`config.mk`:
```
export PLATFORM = sky130hd
export DESIGN_NAME = acc_cpu_controller
export DESIGN_NICKNAME = d
export VERILOG_FILES = /design/src/rtl/acc_cpu_controller.sv
export SDC_FILE = /design/constraint.sdc
export NUM_CORES = 1
export LEC_CHECK = 0
export CAP_MARGIN = 5
export CORE_MARGIN = 8
export CORE_UTILIZATION = 41
export CTS_CLUSTER_DIAMETER = 40
export DETAILED_ROUTE_END_ITERATION = 10
export PLACE_DENSITY = 0.78
export REMOVE_ABC_BUFFERS = 1
export SLEW_MARGIN = 20
export SYNTH_ARGS = -nofsm -noshare
export SYNTH_HDL_FRONTEND = slang
export SYNTH_SLANG_ARGS = --single-unit
```
`constraint.sdc`:
```
create_clock -name clk -period 7.95 [get_ports clk]
set_input_delay 1.59 -clock clk [delete_from_list [all_inputs] [get_ports clk]]
set_output_delay 1.59 -clock clk [all_outputs]
set_load 0.05 [all_outputs]
```
`src/rtl/acc_cpu_controller.sv`:
```
// Fetch/decode/execute sequencer for the 32-bit accumulator CPU.
// Owns PC, IR, MBR and AC; RAM and ALU controls are Moore decodes of the state register.
module acc_cpu_controller #(
    parameter int                    ADDR_WIDTH = 28,
    parameter int                    DATA_WIDTH = 32,
    parameter logic [ADDR_WIDTH-1:0] RESET_PC   = 'h100
) (
    input  logic                  clk,
    input  logic                  reset,
    input  logic                  run,
    output logic [ADDR_WIDTH-1:0] mem_addr,
    output logic [DATA_WIDTH-1:0] mem_wdata,
    input  logic [DATA_WIDTH-1:0] mem_rdata,
    output logic                  mem_cs,
    output logic                  mem_we,
    output logic                  mem_oe,
    output logic [DATA_WIDTH-1:0] alu_left,
    output logic [DATA_WIDTH-1:0] alu_right,
    output logic [3:0]            alu_control,
    input  logic [DATA_WIDTH-1:0] alu_out,
    output logic [ADDR_WIDTH-1:0] pc,
    output logic [DATA_WIDTH-1:0] ac,
    output logic [DATA_WIDTH-1:0] ir,
    output logic                  halted
);

    typedef enum logic [3:0] {
        S_IDLE,
        S_FETCH,
        S_FETCH_RD,
        S_DECODE,
        S_MEM_RD,
        S_MEM_LATCH,
        S_WB,
        S_STORE,
        S_EXEC,
        S_HALT
    } ctrlState_e;

    localparam logic [3:0] OP_ADD   = 4'h0;
    localparam logic [3:0] OP_HALT  = 4'h1;
    localparam logic [3:0] OP_LOAD  = 4'h2;
    localparam logic [3:0] OP_STORE = 4'h3;
    localparam logic [3:0] OP_CLEAR = 4'h4;
    localparam logic [3:0] OP_SKIP  = 4'h5;
    localparam logic [3:0] OP_JUMP  = 4'h6;
    localparam logic [3:0] OP_ADDI  = 4'h7;
    localparam logic [3:0] ALU_ADD  = 4'b0010;

    ctrlState_e            r_state;
    ctrlState_e            w_stateNext;
    logic [ADDR_WIDTH-1:0] r_pc;
    logic [DATA_WIDTH-1:0] r_ac;
    logic [DATA_WIDTH-1:0] r_ir;
    logic [DATA_WIDTH-1:0] r_mbr;
    logic [3:0]            w_opcode;
    logic [ADDR_WIDTH-1:0] w_operand;
    logic [DATA_WIDTH-1:0] w_immediate;
    logic [ADDR_WIDTH-1:0] w_pcInc;
    logic                  w_acZero;
    logic                  w_acNeg;
    logic                  w_skipTaken;

    assign w_opcode    = r_ir[DATA_WIDTH-1 -: 4];
    assign w_operand   = r_ir[ADDR_WIDTH-1:0];
    assign w_immediate = {{(DATA_WIDTH-8){1'b0}}, r_ir[DATA_WIDTH-5 -: 8]};
    assign w_pcInc     = r_pc + ADDR_WIDTH'(1);
    assign w_acZero    = (r_ac == '0);
    assign w_acNeg     = r_ac[DATA_WIDTH-1];

    // Only codes 010, 000 and 100 can skip; every other code falls through.
    always_comb begin
        w_skipTaken = 1'b0;
        case (r_ir[2:0])
            3'b010:  w_skipTaken = w_acZero;
            3'b000:  w_skipTaken = w_acNeg;
            3'b100:  w_skipTaken = !w_acNeg && !w_acZero;
            default: w_skipTaken = 1'b0;
        endcase
    end

    always_ff @(posedge clk or posedge reset) begin
        if (reset) begin
            r_state <= S_IDLE;
        end else begin
            r_state <= w_stateNext;
        end
    end

    always_comb begin
        w_stateNext = r_state;
        case (r_state)
            S_IDLE:      if (run) w_stateNext = S_FETCH;
            S_FETCH:     w_stateNext = S_FETCH_RD;
            S_FETCH_RD:  w_stateNext = S_DECODE;
            S_DECODE: begin
                case (w_opcode)
                    OP_ADD, OP_LOAD: w_stateNext = S_MEM_RD;
                    OP_STORE:        w_stateNext = S_STORE;
                    OP_HALT:         w_stateNext = S_HALT;
                    default:         w_stateNext = S_EXEC;
                endcase
            end
            S_MEM_RD:    w_stateNext = S_MEM_LATCH;
            S_MEM_LATCH: w_stateNext = S_WB;
            S_WB, S_STORE, S_EXEC: w_stateNext = run ? S_FETCH : S_IDLE;
            S_HALT:      w_stateNext = S_HALT;
            default:     w_stateNext = S_IDLE;
        endcase
    end

    // Bus and ALU drive depends on state and held registers only, so reset silences it at once.
    always_comb begin
        mem_addr    = '0;
        mem_wdata   = '0;
        mem_cs      = 1'b0;
        mem_we      = 1'b0;
        mem_oe      = 1'b0;
        alu_left    = '0;
        alu_right   = '0;
        alu_control = 4'b0000;
        case (r_state)
            S_FETCH, S_FETCH_RD: begin
                mem_addr = r_pc;
                mem_cs   = 1'b1;
                mem_oe   = 1'b1;
            end
            S_MEM_RD, S_MEM_LATCH: begin
                mem_addr = w_operand;
                mem_cs   = 1'b1;
                mem_oe   = 1'b1;
            end
            S_STORE: begin
                mem_addr  = w_operand;
                mem_wdata = r_ac;
                mem_cs    = 1'b1;
                mem_we    = 1'b1;
            end
            S_WB: begin
                if (w_opcode == OP_ADD) begin
                    alu_left    = r_ac;
                    alu_right   = r_mbr;
                    alu_control = ALU_ADD;
                end
            end
            S_EXEC: begin
                if (w_opcode == OP_ADDI) begin
                    alu_left    = r_ac;
                    alu_right   = w_immediate;
                    alu_control = ALU_ADD;
                end
            end
            default: ;
        endcase
    end

    always_ff @(posedge clk or posedge reset) begin
        if (reset) begin
            r_pc  <= RESET_PC;
            r_ac  <= '0;
            r_ir  <= '0;
            r_mbr <= '0;
        end else begin
            case (r_state)
                S_FETCH_RD: begin
                    r_ir <= mem_rdata;
                    r_pc <= w_pcInc;
                end
                S_MEM_LATCH: r_mbr <= mem_rdata;
                S_WB: begin
                    if (w_opcode == OP_ADD) r_ac <= alu_out;
                    else                    r_ac <= r_mbr;
                end
                S_EXEC: begin
                    case (w_opcode)
                        OP_CLEAR: r_ac <= '0;
                        OP_SKIP:  if (w_skipTaken) r_pc <= w_pcInc;
                        OP_JUMP:  r_pc <= w_operand;
                        OP_ADDI:  r_ac <= alu_out;
                        default: ;
                    endcase
                end
                default: ;
            endcase
        end
    end

    assign pc     = r_pc;
    assign ac     = r_ac;
    assign ir     = r_ir;
    assign halted = (r_state == S_HALT);

endmodule

```
Word level (Yosys, flattened, before mapping)
Index checks and enable logic that the tools add are counted.

cells by class
  add/subtract/negate cells = 1
  eq/ne operators = 22
  multiplexer cells = 25
  reductions and logical operators = 17

operators by type and width
  operator                                                          count
  32-bit one-hot mux with 2 select lines                            4
  28-bit one-hot mux with 2 select lines                            3
  32-bit two-way mux                                                5
  4-bit by 3-bit == test with 1-bit output (second input constant)  8
  32-bit logical NOT                                                1
  4-bit one-hot mux with 8 select lines                             1
  28-bit by 1-bit adder with 28-bit output (second input constant)  1
  28-bit two-way mux                                                1
  4-bit by 2-bit == test with 1-bit output (second input constant)  4
  4-bit one-hot mux with 3 select lines                             1
  4-bit by 1-bit == test with 1-bit output (second input constant)  2
  4-bit == test (second input constant)                             2
  4-bit logical NOT                                                 2
  8-bit two-way mux                                                 1
  3-bit OR reduction                                                2
  5-bit OR reduction                                                1
  1-bit two-way mux                                                 4
  2-bit two-way mux                                                 2
  4-bit two-way mux                                                 1
  2-bit one-hot mux with 2 select lines                             1
  2-bit nonzero test                                                2
  2-bit OR reduction                                                2
  4-bit OR reduction                                                1
  3-bit by 2-bit == test with 1-bit output (second input constant)  1
  other kinds (11)                                                  12

word-level totals
  flip-flop bits (word level) = 128
  input port bits = 67
  output and inout port bits = 224

Longest topological paths before layout
  word-level depth = 7
  gate-level depth with buffers = 9

Worst setup path before layout
OpenSTA, ideal clock, no wires.

  kind = register to output
  start point = register r_ir[28] (netlist: ir[28])
  end point = output port alu_left[10]
  arrival = 2.460 ns
  required time = 6.360 ns
  path slack = 3.900 ns
  cell stages (with the launch flop) = 8
  cells stage by stage = dfrtp_1 -> buf_2 -> nor2_1 -> nand2_1 -> nor3_1 -> nor2_1 -> clkbuf_1 -> nor2b_1

on the way
  cells in the longest elaborated chain, start to end = 3
  elaborated cells between the ends (all ways) = 5
  those cells by class = eq/ne: 1; mux: 3; reduce/logical: 1

ends and longest elaborated chain
  item                                                                                  line      RTL
  start: declaration                                                                    54        logic [DATA_WIDTH-1:0] r_ir;
  start signal: assignment                                                              166       r_ir <= mem_rdata;
  4-bit by 3-bit == test with 1-bit output / 4-bit logical NOT (equally long branches)  147, 140
  32-bit two-way mux, on equally long branches                                          147, 140
  32-bit one-hot mux with 2 select lines *                                              122       case (r_state)
  end: declaration                                                                      17        output logic [DATA_WIDTH-1:0] alu_left,

Mark *: on every way between the ends. The rest lies on a longest branch, timed or not.

Worst setup path after layout
  start point = register r_state[3]
  end point = output port alu_left[2]

on the way
  cells in the longest elaborated chain, start to end = 2
  elaborated cells between the ends (all ways) = 3
  those cells by class = eq/ne: 2; mux: 1

ends and longest elaborated chain
  item                                                                              line  RTL
  start: declaration                                                                50    ctrlState_e r_state;
  start signal: assignment                                                          86    r_state <= w_stateNext;
  4-bit == test / 4-bit by 3-bit == test with 1-bit output (equally long branches)  122
  32-bit one-hot mux with 2 select lines *                                          122

Marks and branches as above.

==> flow_summary.yaml <==
status:
  outcome: "finished clean"
floorplanning:
  die_w_um: 146
  die_y_um: 146
  fp-row-count: 47
  boundaryPins: 291
  die-area_um2: 21400
  start_util: 0.419
  design.core.area_um2: 16600
final_layout:
  area_delta_synth_final_pct: 52.4
  antenna_cells: 0
  drive_above_1_share: 0.125
  layout.nets: 1040
  n_fill_cell: 1384
yosys:
  synth_cells: 712
  synth-seq-area-share: 0.462
  yosysTopAreaCellShare: 0.458
  syn_area_um2: 6940
  synthTopCellsByCount: "dfrtp_1 (127), nand2_1 (65), mux2_2 (64), o21ai_0 (61), and2_1 (57)"
  yosysMostFrequentCell: "dfrtp_1"
  yosys_warnings: 0
  ys_seq_elements: 128
  synth.distinct_cells: 50
  synthFlopType: "dfrtp_1"
  synth-async-reset-ratio: 1.00
  synth_area_leaders: "dfrtp_1 (46%), mux2_2 (10%), and2_1 (5.1%)"
  synth.avg_cell_area_um2: 9.75
  synth-edff-count: 0
  synth_top_cell_by_area: "dfrtp_1"
route:
  drc: 0
  avgRoutedWirePerCell_um: 21.9
  routed_via_density: 5.57
  ant_nets: 0
  drt_wl_total_um: 26400
  dr.pass1.iters: 6
  num_vias: 6708
  drtIter0Drc: 535
global_route:
  grt_pass1_wl_um: 41200
  grt_max_degree: 76
  overflow: 0
  grt_pass1_vias: 6791
  track_usage: 0.246
  grt_antenna_before_repair: 0
critical_path:
  crit_slowest_cell: "clkdlybuf4s50_1"
  arrival_ns: 3.78
  critPathBufInv: 2
  cp_cell_sequence: "nor4b_4 -> and2_1 -> and3_1 -> nor2_2 -> buf_4 -> nor2b_1 -> clkdlybuf4s50_1"
  end_kind: "output pin"
  worstRegToRegCells: 6
  critPathRequiredTime_ns: 6.36
  cp_max_fo: 25
  critPathTopFamily: "simple AND/OR/NAND/NOR gates"
  cpPeakStageDelay_ns: 0.82
  critical_path_class: "reg2out"
  cp-start-kind: "flop"
  crit_cells: 7
timing:
  final.setup.tns_ns: 0
  period_share: 0.675
  hold_viol: 0
  tightest_slew_ns: 1.10
  period_needed_ns: 5.37
  clock.fmax_mhz: 186
  rsz0062_at_grt: "false"
  fin_ws_ns: 2.58
  slew_viol_final: 0
  max_slew_margin: 0.263
  clock_skew_ns: 0.00767
  setup_violations: 0
clock_tree:
  cts_setup_buffers: 0
  root_buffer: "clkbuf_16"
  clkSinkCount: 128
  clkTransAtPathRegs_ns: 0.06
  cts_buffers: 17
  post_cts_resized: 0
  holdBufCountCts: 0
  htreeDepth: 4
  cts_tree: "built"
  clk_latency_ns: 0.41
  clk_path_buf_depth: 2
min_path:
  min_delay_path_depth: 1
  hold_class: "reg2reg"
pwr:
  ir_drop_mv: 0.263
  p_leak_nw: 4.27
  powerDensity_nw_per_um2: 439
  power_mw: 4.65
placed_design:
  dp_hpwl_um: 19000
  place_congestion: 0.823
  dpl_worst_slack_ns: 3.05
  portBuffers: 287
job:
  max_cap_violations: 0
[registers in the layout, summed over array words and instances, names as in the netlist]
| signal | flops |
|---|---|
| ac | 32 |
| r_mbr | 32 |
| pc | 28 |
| r_state | 4 |
| ir | 32 |
[final cells by class]
| class | count | area, um^2 | share of cell area |
|---|---|---|---|
| tap | 220 | 275 | 0.0260 |
| inverter | 5 | 23.8 | 0.00225 |
| sequential | 128 | 3200 | 0.303 |
| clock inverter | 10 | 109 | 0.0103 |
| multi-input combinational | 523 | 3540 | 0.334 |
| timing repair buffer | 297 | 2950 | 0.279 |
| clock buffer | 22 | 484 | 0.0458 |
[cells in the final DEF, fill, tap and decap left out, drive strengths merged, types with 2 or more instances in the layout]
cell type,n
mux2,64
o22a,2
or2,2
nor3,4
xnor2,2
dfrtp,127
o21ai,61
and2,57
a21o,2
buf,10
nand4,8
o22ai,6
clkbuf,22
bufinv,2
nand3b,2
nand2b,4
inv,5
nor4,9
o21bai,2
clkinv,6
o31ai,4
a2bb2oi,7
conb,3
clkdlybuf4s50,287
clkinvlp,2
a21oi,33
nor2b,38
a211oi,2
nand3,16
nor3b,3
a31oi,6
a22o,39
a22oi,34
nand2,65
and3,11
nor2,27
[cell families after synthesis]
family,share of synthesized area
and+or+nand+nor,0.195
AOI/OAI and AO/OA,0.191
DFF,0.462
muxes,0.105
buffers and inverters,0.0413
xor gates and xnor gates,0.00379
adders and majority gates,0.00180
other,0.000540
[where the power goes]
part	internal, mW	switching (mW)
registers	0.943	0.419
logic	0.900	1.60
clock network	0.492	0.290
total	2.34	2.31
[worst paths after layout]
kind | start | to | slack, ns
min in group asynchronous | reset | pc[0] | 1.59
max in group asynchronous | reset | pc[27] | 5.00
max | r_state[3] | alu_left[2] | 2.58
min reg2reg | r_mbr[29] | r_mbr[29] | 0.52
max reg2reg | r_state[3] | ac[13] | 4.96
min | r_mbr[29] | r_mbr[29] | 0.52
[layer usage]
layer  wire length, um  GRT usage
met1             11000      0.299
met4               479     0.0726
met2             12800      0.411
met3              2080     0.0766
met5                 0          0
[stage by stage]
stage	std cells	hold WS (ns)	utilization	area [um^2]
after floorplan	656	0.496	-	6680
final	1205	0.522	0.638	10600
after CTS	1205	0.525	0.638	10600
after global placement	1173	0.510	0.602	9980
after detailed placement	1173	0.512	0.602	9990
after global routing	1205	0.540	0.638	10600
No activity file was read; power rests on OpenSTA's default activity.
